File: src/rtl/mem_port_arbiter.sv
// Two-master arbiter for a shared single-port data memory: round-robin with
// bounded locking, misalignment trapping and a one-cycle response path.
module mem_port_arbiter #(
    parameter int Width   = 32,
    parameter int AddrW   = 12,
    parameter int MaxLock = 16
) (
    input  logic             clk_i,
    input  logic             rst_i,
    input  logic             m0_req_i,
    input  logic             m0_we_i,
    input  logic             m0_lock_i,
    input  logic [AddrW-1:0] m0_addr_i,
    input  logic [Width-1:0] m0_wdata_i,
    input  logic [3:0]       m0_be_i,
    output logic             m0_gnt_o,
    output logic             m0_rvalid_o,
    output logic             m0_err_o,
    output logic [Width-1:0] m0_rdata_o,
    input  logic             m1_req_i,
    input  logic             m1_we_i,
    input  logic             m1_lock_i,
    input  logic [AddrW-1:0] m1_addr_i,
    input  logic [Width-1:0] m1_wdata_i,
    input  logic [3:0]       m1_be_i,
    output logic             m1_gnt_o,
    output logic             m1_rvalid_o,
    output logic             m1_err_o,
    output logic [Width-1:0] m1_rdata_o,
    output logic             mem_req_o,
    output logic             mem_we_o,
    output logic [AddrW-1:0] mem_addr_o,
    output logic [Width-1:0] mem_wdata_o,
    output logic [3:0]       mem_be_o,
    input  logic [Width-1:0] mem_rdata_i
);

    localparam int CntW = $clog2(MaxLock) + 1;

    function automatic logic misaligned(input logic [1:0] a, input logic [3:0] be);
        case (be)
            4'b1111:          return a != 2'b00;
            4'b0011, 4'b1100: return a[0];
            4'b0000:          return 1'b1;
            default:          return 1'b0;
        endcase
    endfunction

    function automatic logic [CntW-1:0] sat_inc(input logic [CntW-1:0] c);
        return (c == CntW'(MaxLock)) ? c : c + CntW'(1);
    endfunction

    logic [1:0]       req;
    logic [1:0]       lock;
    logic             prio;
    logic             prev_vld;
    logic             prev_own;
    logic [CntW-1:0]  lock_cnt;
    logic             hold;
    logic             any_p0;
    logic             own_p0;
    logic             locked_regrant;
    logic             sel_we;
    logic [AddrW-1:0] sel_addr;
    logic [Width-1:0] sel_wdata;
    logic [3:0]       sel_be;
    logic             bad_p0;
    logic             fwd_p0;
    logic             vld_p1;
    logic             own_p1;
    logic             err_p1;
    logic             rd_p1;
    logic             live_p1;
    logic [Width-1:0] rdata_p1;

    assign req  = {m1_req_i, m0_req_i};
    assign lock = {m1_lock_i, m0_lock_i};

    // Stage p0: arbitration and forwarding in the grant cycle
    always_comb begin
        any_p0         = 1'b0;
        own_p0         = 1'b0;
        locked_regrant = 1'b0;
        hold           = prev_vld && req[prev_own] && lock[prev_own];
        if (!rst_i) begin
            any_p0 = |req;
            if (hold) begin
                // A lock that has run MaxLock re-grants yields once to a waiting peer.
                if (lock_cnt == CntW'(MaxLock) && req[~prev_own]) begin
                    own_p0 = ~prev_own;
                end else begin
                    own_p0         = prev_own;
                    locked_regrant = 1'b1;
                end
            end else if (req == 2'b11) begin
                own_p0 = prio;
            end else begin
                own_p0 = req[1];
            end
        end
    end

    assign sel_we    = own_p0 ? m1_we_i    : m0_we_i;
    assign sel_addr  = own_p0 ? m1_addr_i  : m0_addr_i;
    assign sel_wdata = own_p0 ? m1_wdata_i : m0_wdata_i;
    assign sel_be    = own_p0 ? m1_be_i    : m0_be_i;
    assign bad_p0    = misaligned(sel_addr[1:0], sel_be);
    assign fwd_p0    = any_p0 && !bad_p0;

    assign m0_gnt_o    = any_p0 && !own_p0;
    assign m1_gnt_o    = any_p0 && own_p0;
    assign mem_req_o   = fwd_p0;
    assign mem_we_o    = fwd_p0 && sel_we;
    assign mem_addr_o  = fwd_p0 ? sel_addr  : '0;
    assign mem_wdata_o = fwd_p0 ? sel_wdata : '0;
    assign mem_be_o    = fwd_p0 ? sel_be    : 4'b0000;

    always_ff @(posedge clk_i) begin
        if (rst_i) begin
            prio     <= 1'b0;
            prev_vld <= 1'b0;
            prev_own <= 1'b0;
            lock_cnt <= '0;
            vld_p1   <= 1'b0;
            own_p1   <= 1'b0;
            err_p1   <= 1'b0;
            rd_p1    <= 1'b0;
        end else begin
            prev_vld <= any_p0;
            prev_own <= own_p0;
            if (any_p0) begin
                prio <= ~own_p0;
            end
            lock_cnt <= locked_regrant ? sat_inc(lock_cnt) : '0;
            vld_p1   <= any_p0;
            own_p1   <= own_p0;
            err_p1   <= bad_p0;
            rd_p1    <= !sel_we;
        end
    end

    // Stage p1: response to the owner one cycle after its grant
    assign live_p1  = vld_p1 && !rst_i;
    assign rdata_p1 = (live_p1 && !err_p1 && rd_p1) ? mem_rdata_i : '0;

    assign m0_rvalid_o = live_p1 && !own_p1;
    assign m0_err_o    = live_p1 && !own_p1 && err_p1;
    assign m0_rdata_o  = own_p1 ? '0 : rdata_p1;
    assign m1_rvalid_o = live_p1 && own_p1;
    assign m1_err_o    = live_p1 && own_p1 && err_p1;
    assign m1_rdata_o  = own_p1 ? rdata_p1 : '0;

endmodule

File: config.mk
export PLATFORM = sky130hd
export DESIGN_NAME = mem_port_arbiter
export DESIGN_NICKNAME = d
export VERILOG_FILES = /design/src/rtl/mem_port_arbiter.sv
export SDC_FILE = /design/constraint.sdc
export NUM_CORES = 1
export LEC_CHECK = 0
export CAP_MARGIN = 20
export CORE_AREA = 4 4 98 100
export CTS_CLUSTER_DIAMETER = 200
export DETAILED_ROUTE_END_ITERATION = 6
export DIE_AREA = 0 0 102 104
export DONT_BUFFER_PORTS = 1
export PLACE_DENSITY_LB_ADDON = 0.1
export SLEW_MARGIN = 20
export SYNTH_ARGS = -nofsm -noshare
export SYNTH_HDL_FRONTEND = slang
export SYNTH_SLANG_ARGS = --single-unit
File: constraint.sdc
create_clock -name clk_i -period 2.45 [get_ports clk_i]
set_input_delay 0.245 -clock clk_i [delete_from_list [all_inputs] [get_ports clk_i]]
set_output_delay 0.245 -clock clk_i [all_outputs]
set_load 0.02 [all_outputs]
==> summary.md, run 1 <==
| Metric | Value |
|---|---|
| Async set-reset flop share out of synthesis | 0% |
| Clock share of power | 18.6% |
| Crit path time final | 2418 ps |
| Max cap viols | 0 |
| Syn Area/Cell | 6.893 sq um |
| Reg power frac | 19.3% |
| DP Area | 0.002801 sq mm |
| Met2 routed WL | 5373 um |
| Fin Clk Skew | 5.502 ps |
| Setup WS post-layout | 31.95 ps |
| Post-route insts no fill | 488 |
| M1 WL | 3311 um |
| Drt wl/cell | 20.39 um |
| Leak Pwr | 1.377 nW |
| Clock buffer count from CTS | 3 |
| RSZ-0062 raised after global routing | yes |
| CP Launch Type | flip-flop |
| Slew HR | 63.18% |
| Core Area | 0.008678 sq mm |
| Part of the power in combinational logic | 62.2% |
| First-pass GRT wire length | 14,730 um |
| CTS tree | done |
| Power Density | 306.3 mW/mm^2 |
| Cells after Synth | 338 |
| Final nets | 516 |
| Peak supply drop | 117.2 uV |
| Achievable frequency | 0.4136 GHz |
| Unique masters post-synth | 38 |
| Worst setup EP type | primary output |
| Iteration-0 DRC Markers | 89 |
| Die X | 102 um |
| Hold Crit Class | in -> reg |
| Antenna viol nets, final | 0 |
| Layout area overhead | 27.60% |
| Fin. max-slew vios | 0 |
| Port Buffers | 0 |
| Net Count, Synth | 476 |
| Worst-path maximum fanout | 17 |
| Drt first pass iters | 4 |
| Status | finished, final reports clean |
| Placed Instances | 475 |
| Worst slack, placed | 203.5 ps |
| Cell Rows | 34 |
| # setup viols final | 0 |
| Ys flop type | dfxtp_1 |
| TritonCTS Sinks | 10 |
| P_sw | 0.0003847 W |
| Core Util, Final | 34.26% |
| Fin. Hold Viols | 0 |
| Hold path startpoint | rst_i |
| Yosys warnings | 0 |
| Hold path depth | 1 |
| Clk buf depth | 2 |
| Critical setup path kind | reg -> out |
| Worst Max-Slew Pin Slew | 551.2 ps |
| GP Congestion | 0.8125 |
| Starting density of the core | 26.85% |
| Sequential area share after synthesis | 8.593% |
| Total congestion overflow | 0 |
| Final instance area | 0.002973 sq mm |
| Residual DRC | 0 |
| Detailed placement HPWL | 7880 um |
| TNS Setup | 0 ps |
| Die height | 104 um |
| FF-to-FF setup slack | 480 ps |
| Flop and latch count out of synthesis | 10 |
| Initial antenna violation count | 2 |
| EDFF count, synth | 0 |
| Synth Cell Area | 0.002330 sq mm |
| # IOs | 256 |
| Sw frac | 42.26% |
| H-tree depth | 1 |
| Worst reg2reg path endpoint | err_p1 |
| WL final | 9949 um |
| Vias in the first global route | 2,656 |
| Via count | 2,693 |
| Met3 routed WL | 1009 um |
| Total track usage | 17.46% |
| Worst-path clk slew | 50 ps |
| Worst reg-to-reg path cell count | 7 |
| Clk_lat worst skew | 240 ps |
| CP required | 2200 ps |
| Crit share post-route | 98.70% |
| Crit path arrival time | 2170 ps |
| CTS Root Cell | clkbuf_8 |
| Critical R2R Launch | lock_cnt[0] |
| WHS Endpoint | own_p1 |
| Vias/cell | 5.518 |
| Layout cells sized above 1 | 23.40% |
| Largest net degree at the start of global routing | 50 |
| Power Internal | 0.0005257 W |
| DIE AREA | 0.01061 sq mm |
| DR top layer | met4 |
| Cts hold-fix bufs | 0 |
## cells in the mapped netlist (2+ instances only)
master	instances	area share (%)
a21o_1	3	0.97
a21oi_1	4	0.86
and2_1	64	17
and3_1	2	0.54
buf_2	7	1.5
buf_6	7	3.4
clkbuf_1	19	3.1
dfxtp_1	10	8.6
ha_1	2	1.1
inv_1	2	0.32
mux2_4	2	1.3
mux2i_1	51	22
nand2_1	9	1.4
nand2b_1	2	0.54
nand3_1	100	21
nor2_1	20	3.2
nor3_1	3	0.64
nor3b_1	2	0.64
nor4_1	2	0.54
o211a_1	2	0.86
o211ai_1	3	0.97
o21ai_0	4	0.86
xnor2_1	2	0.75
xor2_1	2	0.75
## per-stage QoR
step,total power [W],hold slack (ps)
floorplan,0.0005541,414.6
global placement,0.0007116,319.7
detailed placement,0.0007140,322.1
CTS,0.0009112,76.21
global route,0.0009664,75.05
finish,0.0009104,83.19
## how the worst max path moves through the flow
| stage | start | to | slack (ps) | cells after the start |
|---|---|---|---|---|
| CTS | lock_cnt[0] | mem_wdata_o[15] | -20 | 9 |
| global placement | lock_cnt[0] | mem_wdata_o[31] | 240 | 8 |
| global route | lock_cnt[1] | mem_wdata_o[11] | -60 | 9 |
| detailed placement | lock_cnt[0] | mem_wdata_o[10] | 200 | 8 |
| finish | lock_cnt[0] | mem_be_o[1] | 30 | 9 |
| floorplan | lock_cnt[0] | mem_addr_o[0] | 200 | 8 |
## layer usage
metal  vias up  GRT usage [%]
li1       1275              -
met1      1232          17.86
met2       173          32.50
met3        13          4.091
met4         0          8.060
met5         -              0
## worst max-delay path, cell delays in order (launching register included)
cell and delay [ps]:
dfxtp_2 340, inv_2 60, ha_4 140, and4bb_1 210
or3_4 360, o2111ai_4 90, buf_12 170, buf_16 170
mux2i_1 220, buf_4 170
## cells in the final DEF, fill, tap and decap left out, drive strengths merged
cell type,netlist,layout
nand3,100,100
buf,14,67
and2,64,64
mux2i,51,51
nor2,20,20
dfxtp,10,10
nand2,9,9
diode,0,4
a21oi,4,4
o21ai,4,4
clkbuf,19,4
inv,3,3
o211ai,3,3
a21o,3,3
nor3,3,3
mux2,3,3
nand2b,2,2
and3,2,2
nor4,2,2
a211oi,2,2
o211a,2,2
nor3b,2,2
xnor2,2,2
xor2,2,2
ha,2,2
or3b,1,1
o21bai,1,1
and4bb,1,1
a41oi,1,1
nand3b,1,1
or3,1,1
o2111a,1,1
o2bb2ai,1,1
o2111ai,1,1
o21a,1,1
## logic make-up (layout without fill, tap and decap cells)
kind of cell	after synthesis	in the layout	synth area share, %
xor gates and xnor gates	4	4	1.504
AOI/OAI and AO/OA	24	24	8.754
adders and majority gates	2	2	1.074
other	0	4	0
muxes	54	54	23.68
and+or+nand+nor	208	208	47.96
DFF	10	10	8.593
buffers and inverters	36	74	8.432
## power groups by stage
stage               sequential (W)  clock (W)  combinational (W)
floorplan                 0.000177          0           0.000377
global placement          0.000178          0           0.000533
detailed placement        0.000178          0           0.000536
CTS                       0.000175   0.000172           0.000564
global route              0.000176   0.000181           0.000610
finish                    0.000175   0.000169           0.000566
## timing repair
action                     4_1_cts  5_1_grt
pin swaps                        2        2
setup endpoints to repair       30       48
buffers inserted                 4        2
gates resized for setup          5        9
cloned                           1        1
## area by class of cell
class / instances / area (sq um)
fill: 919 / 5705
multi-input combinational: 292 / 1974
timing repair buffer: 68 / 598.1
sequential: 10 / 202.7
tap: 108 / 135.1
clock buffer: 3 / 41.29
inverter: 3 / 11.26
antenna: 4 / 10.01
## registers in the layout (all words and copies together) (netlist names)
signal and flops:
prio 1, lock_cnt 5, own_p1 1, vld_p1 1, err_p1 1, rd_p1 1
Note: power is estimated with default switching activity, not from simulation.
==> run 2, diff against run 1 <==
--- a/config.mk
+++ b/config.mk
@@ -11,6 +11,7 @@
 export DETAILED_ROUTE_END_ITERATION = 6
 export DIE_AREA = 0 0 102 104
 export DONT_BUFFER_PORTS = 1
+export MAX_ROUTING_LAYER = met4
 export PLACE_DENSITY_LB_ADDON = 0.1
 export SLEW_MARGIN = 20
 export SYNTH_ARGS = -nofsm -noshare
==> summary.md, run 2 (same netlist as run 1, synthesis figures left out) <==
| Metric | Value |
|---|---|
| Drt first pass iters | 4 (unchanged) |
| Residual DRC | 0 (unchanged) |
| Antenna viol nets, final | 0 (unchanged) |
| H-tree depth | 1 (unchanged) |
| Achievable frequency | 0.4124 GHz (-0.29%) |
| P_sw | 0.0003856 W (+0.22%) |
| Reg power frac | 19.3% (about the same) |
| Final hold slack | 82.06 ps (-1.124 ps) |
| FF-to-FF setup slack | 480 ps (about the same) |
| Iteration-0 DRC Markers | 125 (+40%) |
| Power Density | 306.5 mW/mm^2 (about the same) |
| Commonest non-fill, non-tap cell in the layout | nand3_1 |
| Fin Clk Skew | 5.503 ps (+0.001380 ps) |
| Register bank with the most flops | lock_cnt |
| CP Launch Type | flip-flop |
| Die X | 102 um (unchanged) |
| First-pass GRT wire length | 14,730 um (unchanged) |
| Worst slack, placed | 203.5 ps (unchanged) |
| Die height | 104 um (unchanged) |
| Port Buffers | 0 (unchanged) |
| Crit path time final | 2425 ps (+6.940 ps) |
| TritonCTS Sinks | 10 (unchanged) |
| Leak Pwr | 1.377 nW (unchanged) |
| Design Power | 0.0009113 W (about the same) |
| Clock buffer count from CTS | 3 (unchanged) |
| Worst path cell trace | inv_2, ha_4, and4bb_1, or3_4, o2111ai_4, buf_12, buf_16, mux2i_1, buf_4 |
| Slew HR | 63.17% (about the same) |
| Max cap viols | 0 (unchanged) |
| Part of the power in combinational logic | 62.2% (about the same) |
| Hold Crit Class | in -> reg |
| Sw frac | 42.31% (+0.054 points) |
| Layout area overhead | 27.60% (unchanged) |
| Clock share of power | 18.6% (about the same) |
| Crit-path slowest cell | or3_4 |
| Max reg flops | 5 (unchanged) |
| Power Internal | 0.0005257 W (about the same) |
| Drt wl/cell | 20.48 um (+0.44%) |
| Worst Max-Slew Pin Slew | 551.3 ps (+0.1371 ps) |
| Detailed placement HPWL | 7880 um (unchanged) |
| # setup viols final | 0 (unchanged) |
| # IOs | 256 (unchanged) |
| Worst-path clk slew | 50 ps (about the same) |
| Worst-path maximum fanout | 17 (unchanged) |
| Total congestion overflow | 0 (unchanged) |
| Clk buf depth | 2 (unchanged) |
| CP max stage delay | 360 ps (about the same) |
| Placed Instances | 475 (unchanged) |
| Fin. Hold Viols | 0 (unchanged) |
| Starting density of the core | 26.85% (unchanged) |
| Fillers | 919 (unchanged) |
| Peak supply drop | 117.3 uV (about the same) |
| CTS Root Cell | clkbuf_8 |
| Layout cells sized above 1 | 23.40% (unchanged) |
| Crit path arrival time | 2180 ps (about the same) |
| Via count | 2,680 (-0.48%) |
| CP required | 2200 ps (about the same) |
| Crit share post-route | 98.98% (+0.28 points) |
| Core Area | 0.008678 sq mm (unchanged) |
| Status | finished, final reports clean |
| Core Util, Final | 34.26% (unchanged) |
| Post-route insts no fill | 488 (unchanged) |
| Most frequent cells in the layout | 100 x nand3_1, 64 x and2_1, 62 x buf_4 |
| Cell Rows | 34 (unchanged) |
| Fin. max-slew vios | 0 (unchanged) |
| Final nets | 516 (unchanged) |
| Critical setup path kind | reg -> out |
| Cts hold-fix bufs | 0 (unchanged) |
| RSZ-0062 raised after global routing | yes |
| GP Congestion | 0.8246 (+1.5%) |
| Vias/cell | 5.492 (-0.48%) |
| Total track usage | 17.92% (+0.46 points) |
| WL final | 9993 um (+0.44%) |
| Largest net degree at the start of global routing | 50 (unchanged) |
| Initial antenna violation count | 2 (unchanged) |
| Vias in the first global route | 2,660 (+0.15%) |
| CTS tree | done |
| Worst setup EP type | primary output |
| Setup WS post-layout | 25.01 ps (-6.940 ps) |
| DIE AREA | 0.01061 sq mm (unchanged) |
| Clk_lat worst skew | 240 ps (about the same) |
[run 2: cell counts in the layout (fill, tap and decap cells not counted)]
Identical to the previous run, type by type.
[run 2: worst max-delay path: cells and delay by family, from the launching register on]
| family | cells | cell delay (ps) |
|---|---|---|
| buffers and inverters | 4 | 570 |
| multiplexers | 1 | 230 |
| adder cells (fa/ha/maj) | 1 | 140 |
| AND/OR/NAND/NOR | 2 | 570 |
| flip-flops | 1 | 340 |
| AO/OA/AOI/OAI | 1 | 90 |
[run 2: metal layers]
layer  track usage [%]  routed length (um)  part of all wire, %
met5                 -                   0                    0
met4             8.060                 211                  2.1
met3             2.817                 889                  8.9
met2             32.54                5447                   55
met1             18.54                3444                   34
[run 2: through the flow]
| step | setup TNS (ps) | area, sq um |
|---|---|---|
| global placement | 0 | 2801 |
| finish | 0 | 2973 |
| CTS | -94.69 | 2919 |
| floorplan | 0 | 2330 |
| detailed placement | 0 | 2801 |
| global route | -1284 | 2973 |
[run 2: repair_timing]
item / in CTS / in global routing
pin swaps: 2 / 2
setup endpoints to repair: 30 / 48
resized for setup: 5 / 9
cloned: 1 / 1
setup buffers: 4 / 2
[run 2: path summary, 6_finish.rpt]
path | start | endpoint | depth (start not counted)
max reg2reg | lock_cnt[0] | err_p1 | 7
max | lock_cnt[0] | mem_be_o[1] | 9
min | rst_i | own_p1 | 1
min reg2reg | lock_cnt[4] | lock_cnt[4] | 2
[run 2: cell type report]
cell class | count | area (sq um) | share of cell area [%]
Multi-Input combinational cell | 292 | 1974 | 66.41
Timing Repair Buffer | 68 | 598.1 | 20.12
Sequential cell | 10 | 202.7 | 6.818
Tap cell | 108 | 135.1 | 4.545
Clock buffer | 3 | 41.29 | 1.389
Inverter | 3 | 11.26 | 0.3788
Antenna cell | 4 | 10.01 | 0.3367
[run 2: power groups by stage]
stage / Clock, W / Combinational (W) / Sequential [W]
2_1_floorplan: 0 / 0.000377 / 0.000177
3_3_place_gp: 0 / 0.000533 / 0.000178
3_5_place_dp: 0 / 0.000536 / 0.000178
4_1_cts: 0.000172 / 0.000564 / 0.000175
5_1_grt: 0.000181 / 0.000609 / 0.000176
6_report: 0.000169 / 0.000567 / 0.000175
==> run 3, diff against run 2 <==
--- a/config.mk
+++ b/config.mk
@@ -11,6 +11,7 @@
 export DETAILED_ROUTE_END_ITERATION = 6
 export DIE_AREA = 0 0 102 104
 export DONT_BUFFER_PORTS = 1
+export HOLD_SLACK_MARGIN = 0.1
 export MAX_ROUTING_LAYER = met4
 export PLACE_DENSITY_LB_ADDON = 0.1
 export SLEW_MARGIN = 20
==> summary.md, run 3 (same netlist as run 1, synthesis figures left out) <==
| Metric | Value |
|---|---|
| Drt first pass iters | 5 (+1) |
| Layout area overhead | 28.03% |
| Slew HR | 62.93% (-0.24 points) |
| Residual DRC | 0 (unchanged) |
| Drt wl/cell | 20.38 um (-0.46%) |
| Worst-path clk slew | 50 ps (about the same) |
| Detailed placement HPWL | 7880 um (unchanged) |
| CTS Root Cell | clkbuf_8 |
| Clk_lat worst skew | 240 ps (about the same) |
| Leak Pwr | 1.381 nW (+0.30%) |
| Power Density | 305.9 mW/mm^2 (-0.22%) |
| Register bank with the most flops | lock_cnt |
| GP Congestion | 0.8246 (unchanged) |
| RSZ-0062 raised after global routing | yes |
| Largest net degree at the start of global routing | 50 (unchanged) |
| Initial antenna violation count | 2 (unchanged) |
| Post-route insts no fill | 489 (+0.20%) |
| Achievable frequency | 0.4132 GHz (+0.19%) |
| Worst Max-Slew Pin Slew | 554.9 ps (+3.520 ps) |
| Placed Instances | 475 (unchanged) |
| Hold Crit Class | in -> reg |
| FF-to-FF setup slack | 480 ps (about the same) |
| Crit path time final | 2420 ps (-4.703 ps) |
| Vias/cell | 5.479 (-0.24%) |
| Fin. max-slew vios | 0 (unchanged) |
| Worst setup EP type | primary output |
| # IOs | 256 (unchanged) |
| Total congestion overflow | 0 (unchanged) |
| Iteration-0 DRC Markers | 137 (+9.6%) |
| DIE AREA | 0.01061 sq mm (unchanged) |
| CP Launch Type | flip-flop |
| Max reg flops | 5 (unchanged) |
| Status | finished, final reports clean |
| First-pass GRT wire length | 14,770 um (+0.28%) |
| Critical setup path kind | reg -> out |
| Max cap viols | 0 (unchanged) |
| Antenna viol nets, final | 0 (unchanged) |
| Worst path cell trace | inv_2, ha_4, and4bb_1, or3_4, o2111ai_4, buf_12, buf_16, mux2i_1, buf_4 |
| CTS tree | done |
| Core Area | 0.008678 sq mm (unchanged) |
| Commonest non-fill, non-tap cell in the layout | nand3_1 |
| Port Buffers | 0 (unchanged) |
| Layout cells sized above 1 | 23.34% (-0.062 points) |
| Die height | 104 um (unchanged) |
| CP required | 2200 ps (about the same) |
| Crit share post-route | 98.79% (-0.19 points) |
| Fin Clk Skew | 5.556 ps (+0.05301 ps) |
| Most frequent cells in the layout | 100 x nand3_1, 64 x and2_1, 62 x buf_4 |
| Peak supply drop | 117.3 uV (about the same) |
| Die X | 102 um (unchanged) |
| Crit path arrival time | 2180 ps (about the same) |
| Crit-path slowest cell | or3_4 |
| CP max stage delay | 360 ps (about the same) |
| Clock buffer count from CTS | 3 (unchanged) |
| TritonCTS Sinks | 10 (unchanged) |
| WL final | 9967 um (-0.26%) |
| Clk buf depth | 2 (unchanged) |
| TNS Setup | 0 ps (unchanged) |
| Critical path's top delay family | buffers and inverters |
| # setup viols final | 0 (unchanged) |
| Vias in the first global route | 2,667 (+0.26%) |
| Via count | 2,679 (-0.037%) |
| Cell Rows | 34 (unchanged) |
| Fin. Hold Viols | 0 (unchanged) |
| Final nets | 517 (+0.19%) |
| H-tree depth | 1 (unchanged) |
| Starting density of the core | 26.85% (unchanged) |
| Critical path buffers and inverters | 4 (unchanged) |
| Total track usage | 17.98% (+0.056 points) |
| Worst-path maximum fanout | 17 (unchanged) |
==> run 3: cell count changes in the layout (fill, tap and decap cells not counted), sizes merged <==
cell         before  now
dlygate4sd3       0    1
==> run 3: power breakdown <==
group | internal [W] | switching (W)
registers | 0.000170 | 0.00000539
clock network | 0.000107 | 0.0000619
logic | 0.000250 | 0.000318
==> run 3: area by class of cell <==
class / instances / area, sq um
inverters: 3 / 11.26
fillers: 918 / 5695
multi-input cells: 292 / 1974
flip-flops and latches: 10 / 202.7
diodes: 4 / 10.01
repair buffers: 69 / 608.1
clock buffers: 3 / 41.29
well taps: 108 / 135.1
==> run 3: per-layer routing <==
layer / share of wire, % / GRT usage [%] / vias to the layer above
li1: - / - / 1278
met1: 34 / 18.54 / 1217
met2: 55 / 32.73 / 173
met3: 9.2 / 2.817 / 11
met4: 2.1 / 8.060 / 0
met5: 0 / - / -
==> run 3: worst paths after layout <==
kind | cells after the start | endpoint | start
hold reg to reg | 2 | lock_cnt[4] | lock_cnt[4]
setup reg to reg | 7 | err_p1 | lock_cnt[0]
setup / recovery | 9 | mem_be_o[1] | lock_cnt[0]
hold / removal | 2 | prio | m0_req_i
==> run 3: stage by stage <==
step | hold slack, ps | utilization, % | power, W | cell area [sq um] | setup WS, ps
after floorplan | 414.6 | - | 0.0005541 | 2330 | 203.7
after global placement | 319.7 | 32.28 | 0.0007116 | 2801 | 241.7
after detailed placement | 322.1 | 32.28 | 0.0007140 | 2801 | 203.5
after CTS | 190.6 | 33.75 | 0.0009130 | 2929 | -17.90
after global routing | 251.6 | 34.37 | 0.0009679 | 2983 | -61.25
final | 192.0 | 34.37 | 0.0009123 | 2983 | 29.71
==> run 3: timing repair <==
item	CTS	global route
gates resized for setup	5	9
gates cloned	1	1
hold buffers	1	0
pin swaps	2	2
hold endpoints to repair	2	0
setup buffers	4	2
setup endpoints to repair	30	48
==> run 3: worst reg2reg max path, cell delays in order, from the launching register on <==
cell and delay (ps):
dfxtp_2 340, inv_2 60, ha_4 140, and4bb_1 210, a41oi_2 250, o2111a_1 360
buf_4 190, mux2_4 290
